**src/rtl/alu_param.sv**
```systemverilog
// alu_param: parametrised multi-cycle signed ALU (logic, add/sub, Booth MUL, DIV).
// Define ALU_DIV_EN to build the restoring divider; otherwise op 110 is reserved.
module alu_param #(
    parameter int WIDTH = 8
) (
    input  logic               clk,
    input  logic               reset,
    input  logic [WIDTH-1:0]   X,
    input  logic [WIDTH-1:0]   Y,
    input  logic [2:0]         op,
    input  logic               begin_signal,
    output logic               busy,
    output logic               end_signal,
    output logic [2*WIDTH-1:0] OUT,
    output logic               ovf,
    output logic               dz,
    output logic               illegal
);

    localparam int CW = $clog2(WIDTH);
    localparam logic [CW-1:0] LAST = CW'(WIDTH - 1);

    localparam logic [2:0] OP_AND = 3'b000;
    localparam logic [2:0] OP_OR  = 3'b001;
    localparam logic [2:0] OP_XOR = 3'b010;
    localparam logic [2:0] OP_ADD = 3'b011;
    localparam logic [2:0] OP_SUB = 3'b100;
    localparam logic [2:0] OP_MUL = 3'b101;
`ifdef ALU_DIV_EN
    localparam logic [2:0] OP_DIV = 3'b110;
`endif

    typedef enum logic [2:0] {
        IDLE,
        LOAD,
        CALC,
        FIXUP,
        DONE
    } state_t;

    state_t state, state_n;

    logic [WIDTH-1:0]   xr, yr;
    logic [2:0]         opr;
    logic [WIDTH:0]     a, m;
    logic [WIDTH-1:0]   q;
    logic               q1;
    logic [CW-1:0]      cnt;
    logic [2*WIDTH-1:0] res;
    logic               res_ovf, res_dz, res_ill;

    logic               div_op, long_op, last;
    logic [WIDTH-1:0]   sum, diff;
    logic [WIDTH:0]     booth_sum;

`ifdef ALU_DIV_EN
    logic [WIDTH-1:0]   xmag, ymag;
    logic [WIDTH:0]     a_shl, trial;

    assign div_op = (opr == OP_DIV);
    assign xmag   = xr[WIDTH-1] ? -xr : xr;
    assign ymag   = yr[WIDTH-1] ? -yr : yr;
    assign a_shl  = {a[WIDTH-1:0], q[WIDTH-1]};
    assign trial  = a_shl - m;
`else
    assign div_op = 1'b0;
`endif

    assign long_op = (opr == OP_MUL) || (div_op && (yr != '0));
    assign last    = (cnt == LAST);
    assign sum     = xr + yr;
    assign diff    = xr - yr;

    // Booth add/subtract of the multiplicand selected by {Q0, Q-1}
    always_comb begin
        booth_sum = a;
        case ({q[0], q1})
            2'b01:   booth_sum = a + m;
            2'b10:   booth_sum = a - m;
            default: booth_sum = a;
        endcase
    end

    // State register
    always_ff @(posedge clk or posedge reset) begin
        if (reset) state <= IDLE;
        else       state <= state_n;
    end

    // Next-state logic
    always_comb begin
        state_n = state;
        unique case (state)
            IDLE:    if (begin_signal) state_n = LOAD;
            LOAD:    state_n = long_op ? CALC : DONE;
            CALC:    if (last) state_n = div_op ? FIXUP : DONE;
            FIXUP:   state_n = DONE;
            DONE:    state_n = IDLE;
            default: state_n = IDLE;
        endcase
    end

    // Operand capture and arithmetic datapath
    always_ff @(posedge clk or posedge reset) begin
        if (reset) begin
            xr      <= '0;
            yr      <= '0;
            opr     <= '0;
            a       <= '0;
            m       <= '0;
            q       <= '0;
            q1      <= 1'b0;
            cnt     <= '0;
            res     <= '0;
            res_ovf <= 1'b0;
            res_dz  <= 1'b0;
            res_ill <= 1'b0;
        end else begin
            unique case (state)
                IDLE: begin
                    if (begin_signal) begin
                        xr  <= X;
                        yr  <= Y;
                        opr <= op;
                    end
                end
                LOAD: begin
                    cnt     <= '0;
                    q1      <= 1'b0;
                    a       <= '0;
                    res     <= '0;
                    res_ovf <= 1'b0;
                    res_dz  <= 1'b0;
                    res_ill <= 1'b0;
                    case (opr)
                        OP_AND: res <= {{WIDTH{1'b0}}, xr & yr};
                        OP_OR:  res <= {{WIDTH{1'b0}}, xr | yr};
                        OP_XOR: res <= {{WIDTH{1'b0}}, xr ^ yr};
                        OP_ADD: begin
                            res     <= {{WIDTH{1'b0}}, sum};
                            res_ovf <= (xr[WIDTH-1] == yr[WIDTH-1]) &&
                                       (sum[WIDTH-1] != xr[WIDTH-1]);
                        end
                        OP_SUB: begin
                            res     <= {{WIDTH{1'b0}}, diff};
                            res_ovf <= (xr[WIDTH-1] != yr[WIDTH-1]) &&
                                       (diff[WIDTH-1] != xr[WIDTH-1]);
                        end
                        OP_MUL: begin
                            q <= yr;
                            m <= {xr[WIDTH-1], xr};
                        end
`ifdef ALU_DIV_EN
                        OP_DIV: begin
                            if (yr == '0) begin
                                res    <= {xr, {WIDTH{1'b1}}};
                                res_dz <= 1'b1;
                            end else begin
                                q <= xmag;
                                m <= {1'b0, ymag};
                            end
                        end
`endif
                        default: res_ill <= 1'b1;
                    endcase
                end
                CALC: begin
                    cnt <= cnt + 1'b1;
`ifdef ALU_DIV_EN
                    if (div_op) begin
                        if (trial[WIDTH]) begin
                            a <= a_shl;
                            q <= {q[WIDTH-2:0], 1'b0};
                        end else begin
                            a <= trial;
                            q <= {q[WIDTH-2:0], 1'b1};
                        end
                    end else
`endif
                    begin
                        a  <= {booth_sum[WIDTH], booth_sum[WIDTH:1]};
                        q  <= {booth_sum[0], q[WIDTH-1:1]};
                        q1 <= q[0];
                        if (last) res <= {booth_sum, q[WIDTH-1:1]};
                    end
                end
                FIXUP: begin
`ifdef ALU_DIV_EN
                    res[2*WIDTH-1:WIDTH] <= xr[WIDTH-1] ? -a[WIDTH-1:0]
                                                        : a[WIDTH-1:0];
                    res[WIDTH-1:0] <= (xr[WIDTH-1] ^ yr[WIDTH-1]) ? -q : q;
                    res_ovf <= (xr == {1'b1, {(WIDTH-1){1'b0}}}) &&
                               (yr == {WIDTH{1'b1}});
`endif
                end
                DONE: ;
                default: ;
            endcase
        end
    end

    // Registered handshake, result and flags
    always_ff @(posedge clk or posedge reset) begin
        if (reset) begin
            busy       <= 1'b0;
            end_signal <= 1'b0;
            OUT        <= '0;
            ovf        <= 1'b0;
            dz         <= 1'b0;
            illegal    <= 1'b0;
        end else begin
            end_signal <= (state == DONE);
            busy       <= (state != IDLE) || (state_n != IDLE);
            if (state == IDLE && begin_signal) begin
                ovf     <= 1'b0;
                dz      <= 1'b0;
                illegal <= 1'b0;
            end
            if (state == DONE) begin
                OUT     <= res;
                ovf     <= res_ovf;
                dz      <= res_dz;
                illegal <= res_ill;
            end
        end
    end

endmodule

```
**config.mk**
```make
export PLATFORM = sky130hd
export DESIGN_NAME = alu_param
export DESIGN_NICKNAME = d
export VERILOG_FILES = /design/src/rtl/alu_param.sv
export SDC_FILE = /design/constraint.sdc
export NUM_CORES = 1
export LEC_CHECK = 0
export ABC_AREA = 0
export BUFFER_PORTS_ARGS = -buffer_cell sky130_fd_sc_hd__buf_2
export CAP_MARGIN = 20
export CORE_ASPECT_RATIO = 1.1
export CORE_UTILIZATION = 30
export CTS_CLUSTER_SIZE = 10
export DETAILED_ROUTE_END_ITERATION = 8
export RECOVER_POWER = 25
export SLEW_MARGIN = 0
export SYNTH_ARGS = -nofsm -noshare
export SYNTH_HDL_FRONTEND = slang
export SYNTH_SLANG_ARGS = --single-unit
```
**constraint.sdc**
```tcl
create_clock -name clk -period 5.55 [get_ports clk]
set_input_delay 1.11 -clock clk [delete_from_list [all_inputs] [get_ports clk]]
set_output_delay 1.11 -clock clk [all_outputs]
set_load 0.01 [all_outputs]
```
# Word level (Yosys, flattened, before mapping)

Cells that the tools add are included.

Add/sub/neg operators: 5
Equality and inequality tests: 18
Muxes and demuxes: 19
Bitwise operators: 3
Reductions and logical operators: 15

Operators by type and width:

| operator                                       | number |
|---|---|
| case mux 8 bit (5 select lines)                | 1 |
| case mux 9 bit (2 select lines)                | 2 |
| case mux 16 bit (2 select lines)               | 1 |
| 2-to-1 mux 16 bit                              | 1 |
| case mux 8 bit (2 select lines)                | 1 |
| == test 3 x 2 -> 1 bit (second input constant) | 4 |
| == test 3 bit (second input constant)          | 4 |
| case mux 3 bit (4 select lines)                | 1 |
| adder 9 bit                                    | 1 |
| 2-to-1 mux 3 bit                               | 3 |
| subtractor 9 bit                               | 1 |
| adder 8 bit                                    | 1 |
| AND 8 bit                                      | 1 |
| 2-to-1 mux 8 bit                               | 1 |
| bitwise OR 8 bit                               | 1 |
| AND reduction 2 bit                            | 4 |
| subtractor 8 bit                               | 1 |
| XOR 8 bit                                      | 1 |
| == test 3 x 1 -> 1 bit (second input constant) | 2 |
| zero test 3 bit                                | 2 |
| case mux 3 bit (2 select lines)                | 1 |
| nonzero test 3 bit                             | 2 |
| OR reduction 6 bit                             | 1 |
| 2-to-1 mux 1 bit                               | 5 |
| other kinds (10)                               | 17 |

Flip-flop bits (word level): 90
Word-level logic and storage cells: 78

# Logic depth before layout (Yosys ltp)

Gate-level depths: netlist of run 1.

Word-level depth: 5
Gate-level depth with buffers: 12

# Worst setup path after synthesis of run 1

No wires, ideal clock.

Path kind: flip-flop to flip-flop
Start point: register m[2]
End point: register a[7]
Library setup time: 0.079 ns
Data arrival time: 2.717 ns
Required time: 5.471 ns
Path slack: 2.753 ns
Stages on the path, launching flop included: 11
Path through: dfrtp_1 or3_4 nor3_1 a21oi_1 xnor2_1 ha_1 and3_1 a211oi_1 nand3_1 a211oi_2 mux2i_1

Cells in the longest elaborated chain, start to end: 3
Elaborated cells on any way between the ends: 4
Those cells by class: 2 x add/sub; 2 x mux

Ends and longest elaborated chain:

| item                                            | RTL line | RTL |
|---|---|---|
| from (decl)                                     | 45       | `logic [WIDTH:0] a, m;` |
| from (signal assigned)                          | 151      | `m <= {xr[WIDTH-1], xr};` |
| subtractor 9 bit or adder 9 bit (tied branches) | 79, 78   |  |
| case mux 9 bit (2 select lines) (*)             | 77       | `case ({q[0], q1})` |
| case mux 9 bit (2 select lines) (*)             | 119      | `unique case (state)` |
| to (signal assigned)                            | 181      | `a <= {booth_sum[WIDTH], booth_sum[WIDTH:1]};` |
| to (decl)                                       | 45       |  |

Every way passes the cells marked *; elsewhere a longest branch is shown, timed or not.
A chain may end at the register's enable or synchronous reset.

# Worst setup path in the final report of run 1

Ends and elaborated chain as after synthesis.

==> impl_results.md, run 1 <==
* Status: finished with violations
* Failing checks: capacitance limit, slew limit
* Global-route wire length before repair at 20.5 mm
* Fill count at 1780
* Top FF cell, synth: dfrtp_1
* Type of the worst setup path: register to register
* DP HPWL at 8.66 mm
* ANT nets after route at 0
* Internal power at 2.01 mW
* Fin crit period at 3130 ps
* DRC Markers at 0
* Worst path required time at 5820 ps
* GPL Wtd Cong at 0.864
* Hold Crit Class: register to register
* Die extent in x at 129 um
* Post-Layout Cell Count at 822
* Cell Rows at 50
* Slowest CP cell: a211oi_1
* Worst VDD drop at 0.000181 V
* EDFF count, synth at 0
* Post-synth top area cell: dfrtp_1
* Setup slack, reg-to-reg at 2420 ps
* Max Fclk at 319 MHz
* Total power at 3.61 mW
* I/O pins at 43
* Die area at 18200 sq um
* Combinational power share at 52.2%
* Vias in the first global route at 4100
* Ys Warns at 0
* Top delay family on crit path: simple AND/OR/NAND/NOR gates
* Clk buf depth at 2
* Compound-Gate Fraction of Synth Area at 16.9%
* WP data arrival at 3400 ps
* Worst-path clk slew at 60 ps
* Post-synth ARST share at 100%
* Syn Inst Count at 559
* Part of the Yosys area used for sequential elements at 41.6%
* CTS Sinks at 88
* Worst reg2reg path depth at 10
* Net Count, Synth at 622
* FF+latch area at 2200 sq um
* Synth Area per Inst at 9.46 sq um
* Synth Area in XOR/XNOR at 2.65%
* Final hold slack at 474 ps
* Clock latency on the worst-skew pair at 350 ps
* Sw frac at 44.4%
* DR iter-0 viols at 276
* PortBufs at 41
* Power share of the clock group at 16.6%
* Total grt overflow at 0
* Final setup fails at 0
* Adder-cell share of the synthesized area at 10.1%
* Total wire length at 12.0 mm
* Crit Reg-Reg Endpoint: a[7]
* Simple-gate share of the synthesized area at 15.8%
* Root Driver: clkbuf_16
* Core area at 17100 sq um
* Flop pwr share at 31.2%
* DR pass1 iterations at 5
* Leak pwr at 2.70 nW
* Total CTS buffers at 9
* Area Overhead vs Synth at 12.7%
* Post-CTS Setup Inserts at 0
* Fin util at 34.8%
* Normalized max-slew margin at -8.66%
* Fin. max-slew vios at 78
* Die height at 141 um
* Vias post-DR at 4058
* Crit end category: register
* Effective utilization at floorplan at 30.9%
* Post-Place Cells at 806
* Worst-margin pin slew at 1620 ps
* Multi-input logic area at 2830 sq um
* Cell depth of the worst setup path at 10
* # Max-Cap Violations at 2
* Flops & latches, synth at 88
* Hold path cells at 2
* Multiplexer area fraction after synthesis at 8.02%
* Worst Clk Skew at 9.58 ps
* P per Cell Area at 606 nW/um^2
* Post_cts resized at 0
* Final net count at 646
* Total GRT Usage at 14.2%
* Crit-path max cell delay at 520 ps
* Switching pwr at 1.60 mW
* Critical Path Fanout Max at 5
* Critical Path Sink: a[7]
* Final Cycle Share at 56.5%
* Final hold viol count at 0
* Reg-to-reg startpoint: m[2]
* H-Tree Depth at 3
* CP Cell Sequence: or3_4, nor3_1, a21oi_1, xnor2_1, ha_1, and3_1, a211oi_1, nand3_1, a211oi_2, mux2i_1
* Hold Buf Count CTS at 0
* Post-synthesis instance area at 5290 sq um
* Detail-routed via count per cell at 4.94
* RSZ-0062 raised after global routing: no
* Antenna cells at 0
* Initial antenna violation count at 0
* Setup_tns at 0 ps
* DR WL/cell at 14.6 um
* Crit. Startpoint: m[2]
* Post-synth top cells: dfrtp_1 (88), nand2_1 (76), o21ai_0 (56)
* Largest net degree at the start of global routing at 54
* Most common cell in the netlist: dfrtp_1
* Synth unique cells at 61
* Crit path buf inv count at 0
* CTS tree: built
* Largest family of logic cells by synthesized area: compound AO/OA/AOI/OAI gates
* Ranking of synthesized cells by area: dfrtp_1 (42%), ha_1 (9.0%), nand2_1 (5.4%), mux2_2 (5.3%), o21ai_0 (5.3%)
* CP Launch Type: register
* Layout cell share with drive strength beyond 1 at 16.3%
* Top cell type's share of synthesized area at 41.6%
-- logic make-up (layout without fill, tap and decap cells) --
logic type / Yosys count / after routing
simple gates: 171 / 171
compound gates: 142 / 142
flops: 88 / 88
buf+inv: 62 / 91
fa+ha+maj: 41 / 41
mux: 38 / 38
xor+xnor: 16 / 16
other cells: 1 / 1
-- how the worst min path moves through the flow --
stage,from,to
2_1_floorplan,res_ill,res_ill
3_3_place_gp,res_ill,res_ill
3_5_place_dp,res_ill,res_ill
4_1_cts,res[13],res[13]
5_1_grt,res[15],res[15]
6_report,res[13],res[13]
-- stage by stage --
| step | worst slack, ps | area [sq um] |
|---|---|---|
| 3_5_place_dp | 2520 | 5690 |
| 4_1_cts | 2490 | 5980 |
| 5_1_grt | 2200 | 5960 |
| 3_3_place_gp | 2590 | 5690 |
| 2_1_floorplan | 2160 | 5290 |
| 6_report | 2420 | 5960 |
-- worst reg2reg max path: cells and delay by family (launching register included) --
kind	cells	cell delay [ps]
XOR/XNOR	1	140
AO/OA/AOI/OAI	3	900
adder cells (fa/ha/maj)	1	340
AND/OR/NAND/NOR	4	1050
multiplexers	1	200
flip-flops	1	440
-- power by group through the flow --
stage          Clock (mW)  Combinational [mW]  Sequential, mW
6_report            0.600                1.89            1.13
3_5_place_dp            0                1.88            1.14
5_1_grt             0.642                2.12            1.17
3_3_place_gp            0                1.82            1.13
4_1_cts             0.617                1.89            1.13
2_1_floorplan           0                1.52            1.02
-- flip-flops by register name, indices dropped and copies added (netlist names), 3 cells and up --
signal and flops:
OUT 16, a 8, cnt 3, m 8, opr 3, q 8
res 16, state 3, xr 8, yr 8
-- cell usage in the layout, fill, tap and decap left out, drive strengths merged, types with 3 or more instances in the layout --
cell	n
nor2b	5
ha	38
o31ai	8
or4	5
mux2i	12
nor2	35
o21a	5
nand2	77
fa	3
xnor2	11
nand2b	9
inv	29
dfrtp	88
nand3	6
mux2	25
clkbuf	12
nor3	8
o21bai	3
a21oi	24
o21ai	57
a211oi	9
xor2	5
a21o	7
clkinv	4
a31oi	10
or3	4
and3	4
nor4b	5
a22o	4
buf	44
or2	3
-- per-layer routing --
layer	up-vias	GRT usage (%)	wire length, um
met1	1936	18.5	5450
met3	19	3.02	682
met5	-	0	0
met4	0	6.07	280
li1	1997	-	-
met2	106	22.8	5550
-- area by class of cell --
type	count	share of cell area [%]
clock buffers	11	3.90
well taps	234	4.91
repair buffers	45	3.88
inverters	30	1.91
flip-flops and latches	88	36.9
multi-input cells	409	47.5
clock inverters	5	0.966
No activity file was read; power rests on OpenSTA's default activity.
==> run 2: changes to the inputs <==
- clock period: 5.55 -> 2.5 ns (I/O delays scaled with it)
==> run 2 against run 1 <==
The flow finishes with violations (setup timing). Combinational power increased to 3.0 times the previous value. Utilization grew 3.7 points. Clock skew decreased by 1.1 ps. Via count rose by 6.2%. Cell count grew 6.3%. Fmax increased by 18%.
==> impl_results.md, run 2 (synthesis results as in run 1) <==
* Final hold slack at 344 ps (was 474 ps)
* Vias post-DR at 4311 (was 4058)
* CP Cell Sequence: inv_2, ha_4, nor2_4, xnor2_1, ha_1, nor2b_4, o31a_1, o2111ai_2, buf_4, nand3_2, a211oi_2, mux2i_1 (was or3_4, nor3_1, a21oi_1, xnor2_1, ha_1, and3_1, a211oi_1, nand3_1, a211oi_2, mux2i_1)
* Detail-routed via count per cell at 4.93 (was 4.94)
* Type of the worst setup path: register to register (unchanged)
* ANT nets after route at 0 (unchanged)
* Failing checks: setup timing (was capacitance limit, slew limit)
* Hold Buf Count CTS at 0 (unchanged)
* Effective utilization at floorplan at 30.9% (unchanged)
* Final net count at 698 (was 646)
* Setup ws final at -146 ps (was 2420 ps)
* H-Tree Depth at 3 (unchanged)
* Fin util at 38.5% (was 34.8%)
* CTS tree: built (unchanged)
* DR WL/cell at 15.1 um (was 14.6 um)
* Critical Path Fanout Max at 3 (was 5)
* I/O pins at 43 (unchanged)
* CP Launch Type: register (unchanged)
* GPL Wtd Cong at 0.873 (was 0.864)
* Die extent in x at 129 um (unchanged)
* Leak pwr at 3.03 nW (was 2.70 nW)
* Die area at 18200 sq um (unchanged)
* Area Overhead vs Synth at 24.8% (was 12.7%)
* Final setup fails at 6 (was 0)
* Fin. max-slew vios at 0 (was 78)
* Total GRT Usage at 14.8% (was 14.2%)
* Root Driver: clkbuf_16 (unchanged)
* Hold Crit Class: input port to register (was register to register)
* Antenna cells at 0 (unchanged)
* Clk buf depth at 2 (unchanged)
* Cell Rows at 50 (unchanged)
* PortBufs at 41 (unchanged)
* Most frequent cells in the layout: dfrtp_1 (88), nand2_1 (75), o21ai_0 (52), buf_4 (52), buf_2 (41) (was dfrtp_1 (88), nand2_1 (76), o21ai_0 (56))
* DP HPWL at 9.44 mm (was 8.66 mm)
* Status: finished with violations (unchanged)
* Worst VDD drop at 0.000515 V (was 0.000181 V)
* Fill count at 1747 (was 1780)
* Worst Clk Skew at 8.49 ps (was 9.58 ps)
* Die height at 141 um (unchanged)
* Worst path required time at 2770 ps (was 5820 ps)
* Core area at 17100 sq um (unchanged)
* Fin crit period at 2650 ps (was 3130 ps)
* Total CTS buffers at 9 (unchanged)
* Layout cell share with drive strength beyond 1 at 28.6% (was 16.3%)
* RSZ-0062 raised after global routing: yes (was no)
* Crit-path max cell delay at 390 ps (was 520 ps)
* Max Fclk at 378 MHz (was 319 MHz)
* Total wire length at 13.2 mm (was 12.0 mm)
* DR pass1 iterations at 4 (was 5)
* Slowest CP cell: dfrtp_1 (was a211oi_1)
* P per Cell Area at 1460 nW/um^2 (was 606 nW/um^2)
* WP data arrival at 2920 ps (was 3400 ps)
* Total grt overflow at 0 (unchanged)
* Final Cycle Share at 106% (was 56.5%)
* Clock latency on the worst-skew pair at 350 ps (about the same)
* DR iter-0 viols at 236 (was 276)
* Commonest non-fill, non-tap cell in the layout: dfrtp_1 (unchanged)
* CTS Sinks at 88 (unchanged)
* Worst-path clk slew at 70 ps (was 60 ps)
* Initial antenna violation count at 0 (unchanged)
* DRC Markers at 0 (unchanged)
* Vias in the first global route at 4192 (was 4100)
* Design Area, Final at 6600 sq um (was 5960 sq um)
* Top Registers: OUT x16, res x16 (unchanged)
* DP Area at 6000 sq um (was 5690 sq um)
* Largest net degree at the start of global routing at 41 (was 54)
* Final hold viol count at 0 (unchanged)
* # Max-Cap Violations at 0 (was 2)
* Normalized max-slew margin at 19.7% (was -8.66%)
* Global-route wire length before repair at 21.0 mm (was 20.5 mm)
* Worst-margin pin slew at 1200 ps (was 1620 ps)
* Setup_tns at -620 ps (was 0 ps)
* Crit end category: register (unchanged)
run 2: metal layers:
metal	share of wire [%]	vias to the layer above	global-route usage, %
li1	-	2123	-
met1	45	2074	18.6
met2	49	90	24.5
met3	3.8	24	3.21
met4	2.4	0	6.19
met5	0	-	0
run 2: worst paths after layout:
kind	cells past startpoint	startpoint	end	slack [ps]
max	12	m[0]	a[7]	-150
min	3	Y[7]	yr[7]	340
max reg2reg	12	m[0]	a[7]	-150
min reg2reg	2	res[9]	res[9]	480
max in group asynchronous	3	reset	OUT[13]	620
min in group asynchronous	2	reset	ovf	380
run 2: final cells by class:
cell class	instances	area [sq um]	share of cell area [%]
Clock buffer	11	253	3.83
Tap cell	234	293	4.43
Timing Repair Buffer	97	643	9.74
Inverter	30	114	1.72
Clock inverter	5	86.3	1.31
Multi-Input combinational cell	409	3010	45.6
Sequential cell	88	2200	33.4
run 2: what timing repair did:
item	in CTS	in global routing
endpoints found under the setup margin	5	11
cloned	0	0
pin swaps	7	10
buffers inserted	7	11
resized for setup	10	27
run 2: critical path, delay by kind of cell, from the launching register on:
| kind | cells | cell delay [ps] |
|---|---|---|
| mux | 1 | 200 |
| xor+xnor | 1 | 120 |
| fa+ha+maj | 2 | 460 |
| buf+inv | 2 | 260 |
| flops | 1 | 390 |
| simple gates | 3 | 260 |
| compound gates | 3 | 870 |
run 2: power by group:
group          internal, mW  switching, mW
clock                 0.940          0.599
combinational          2.69           2.98
sequential             1.90          0.496
run 2: stage by stage:
step,cells,worst slack [ps],power [mW]
floorplan,559,-83.5,5.73
finish,874,-146,9.61
global route,874,-260,10.3
CTS,864,-122,8.97
detailed placement,841,-153,7.18
global placement,841,10.8,7.06
==> run 3: changes to the inputs <==
- PLACE_DENSITY: default -> 0.47
==> run 3 against run 2 <==
The run still ends with setup timing left. Via count is 2.2% lower. Clock skew is 0.67 ps higher. Total power is 5.6% lower. Worst hold slack worse by 68 ps. Sequential share of layout area is 0.51 points higher. Cell count is 0.80% lower. Sequential cell count stayed put. Global-route usage is 0.42 points higher. First-iteration DRC count is 18% lower. Fmax is 4.8% higher. Highest routed layer unchanged. Design area is 1.5% lower.
==> impl_results.md, run 3 (synthesis results as in run 1) <==
* Top delay family on crit path: compound AO/OA/AOI/OAI gates (unchanged)
* Multi-input logic area at 2980 sq um (was 3010 sq um)
* Vias post-DR at 4217 (was 4311)
* DRC Markers at 0 (unchanged)
* Hold Crit Class: input port to asynchronous set/reset pin (was input port to register)
* Fill count at 1795 (was 1747)
* Core area at 17100 sq um (unchanged)
* DR WL/cell at 14.8 um (was 15.1 um)
* Slowest CP cell: dfrtp_1 (unchanged)
* Top Registers: OUT x16, res x16 (unchanged)
* Total grt overflow at 0 (unchanged)
* RSZ-0062 raised after global routing: yes (unchanged)
* Cell depth of the worst setup path at 10 (was 12)
* Effective utilization at floorplan at 30.9% (unchanged)
* Setup ws final at -23.6 ps (was -146 ps)
* Worst-margin pin slew at 1280 ps (was 1200 ps)
* Max Fclk at 396 MHz (was 378 MHz)
* Commonest non-fill, non-tap cell in the layout: dfrtp_1 (unchanged)
* ANT nets after route at 0 (unchanged)
* Vias in the first global route at 4226 (was 4192)
* Total power at 9.07 mW (was 9.61 mW)
* Total CTS buffers at 9 (unchanged)
* Worst path required time at 2770 ps (about the same)
* CTS tree: built (unchanged)
* Post-Place Cells at 847 (was 841)
* Die height at 141 um (unchanged)
* Detail-routed via count per cell at 4.86 (was 4.93)
* P per Cell Area at 1400 nW/um^2 (was 1460 nW/um^2)
* I/O pins at 43 (unchanged)
* Die area at 18200 sq um (unchanged)
* Fin crit period at 2520 ps (was 2650 ps)
* Normalized max-slew margin at 14.8% (was 19.7%)
* Worst reg2reg path depth at 10 (was 12)
* Failing checks: setup timing (unchanged)
* Type of the worst setup path: register to register (unchanged)
* Global-route wire length before repair at 21.5 mm (was 21.0 mm)
* Area Overhead vs Synth at 22.9% (was 24.8%)
* DR pass1 iterations at 5 (was 4)
* Clock latency on the worst-skew pair at 350 ps (about the same)
* Clk buf depth at 2 (unchanged)
* Reg-to-reg startpoint: m[0] (unchanged)
* DP HPWL at 9.79 mm (was 9.44 mm)
* H-Tree Depth at 3 (unchanged)
* GPL Wtd Cong at 0.868 (was 0.873)
* Post-Layout Cell Count at 867 (was 874)
* Final hold viol count at 0 (unchanged)
* # Max-Cap Violations at 0 (unchanged)
* WP data arrival at 2800 ps (was 2920 ps)
* Critical Path Fanout Max at 4 (was 3)
* CTS Sinks at 88 (unchanged)
* DR iter-0 viols at 193 (was 236)
* Crit-path max cell delay at 390 ps (about the same)
* CP Cell Sequence: inv_2, ha_4, mux2_4, fa_2, nor2b_4, o31a_1, o2111ai_2, a21o_1, a211oi_2, mux2i_1 (was inv_2, ha_4, nor2_4, xnor2_1, ha_1, nor2b_4, o31a_1, o2111ai_2, buf_4, nand3_2, a211oi_2, mux2i_1)
* Setup_tns at -38.9 ps (was -620 ps)
* Final setup fails at 3 (was 6)
* Worst VDD drop at 0.000471 V (was 0.000515 V)
* Total GRT Usage at 15.2% (was 14.8%)
* Fin. max-slew vios at 0 (unchanged)
* Final net count at 690 (was 698)
* Crit end category: register (unchanged)
* Status: finished with violations (unchanged)
* Root Driver: clkbuf_16 (unchanged)
* Worst-path clk slew at 70 ps (about the same)
* Largest net degree at the start of global routing at 52 (was 41)
* Total wire length at 12.9 mm (was 13.2 mm)
* Worst Clk Skew at 9.16 ps (was 8.49 ps)
* Final Cycle Share at 101% (was 106%)
* Cell Rows at 50 (unchanged)
* Initial antenna violation count at 1 (was 0)
* PortBufs at 41 (unchanged)
* Crit Reg-Reg Endpoint: a[7] (unchanged)
* CP Launch Type: register (unchanged)
* Most frequent cells in the layout: dfrtp_1 (88), nand2_1 (76), o21ai_0 (51) (was dfrtp_1 (88), nand2_1 (75), o21ai_0 (52), buf_4 (52), buf_2 (41))
* FF+latch area at 2200 sq um (unchanged)
* Crit path buf inv count at 1 (was 2)
* Setup slack, reg-to-reg at -20 ps (was -150 ps)
* Layout cell share with drive strength beyond 1 at 26.6% (was 28.6%)
* Die extent in x at 129 um (unchanged)
* Leak pwr at 2.98 nW (was 3.03 nW)
-- run 3: layout make-up --
cell class	instances	area share (%)
Timing Repair Buffer	89	9.29
Inverter	30	1.75
Antenna cell	1	0.0385
Multi-Input combinational cell	409	45.8
Tap cell	234	4.50
Clock buffer	12	3.94
Clock inverter	4	0.808
Sequential cell	88	33.9
-- run 3: per-stage QoR --
stage                     instance area (sq um)  utilization, %  hold WS, ps  setup slack, ps
after floorplan                            5330               -          439            -83.5
after global placement                     6070            35.4          462            -14.3
after detailed placement                   6070            35.4          465            -72.2
after CTS                                  6400            37.3          181            -50.1
after global routing                       6500            37.9          344             -209
final                                      6500            37.9          276            -23.6
-- run 3: worst max path at each step --
stage | from | endpoint | slack [ps]
after floorplan | m[2] | a[7] | -80
after global placement | q1 | res[13] | -10
after detailed placement | q[0] | a[7] | -70
after CTS | m[0] | a[7] | -50
after global routing | m[0] | res[13] | -210
final | m[0] | a[7] | -20
-- run 3: power breakdown --
part | switching (mW) | internal [mW]
clock network | 0.576 | 0.832
registers | 0.457 | 1.91
logic | 2.83 | 2.48
-- run 3: metal layers --
| layer | GRT usage, % | share of wire (%) | up-vias | wire length (um) |
|---|---|---|---|---|
| met5 | 0 | 0 | - | 0 |
| met4 | 5.51 | 1.9 | 0 | 242 |
| met3 | 2.30 | 3.0 | 18 | 392 |
| met2 | 24.9 | 47 | 73 | 6080 |
| met1 | 20.4 | 48 | 2025 | 6150 |
| li1 | - | - | 2101 | - |
-- run 3: what timing repair did --
item                                    in CTS  in global routing
hold buffers                                 0                  0
buffers inserted                             1                  2
endpoints found under the setup margin       3                 10
pin swaps                                    3                 10
cloned                                       0                  0
resized for setup                            5                 24
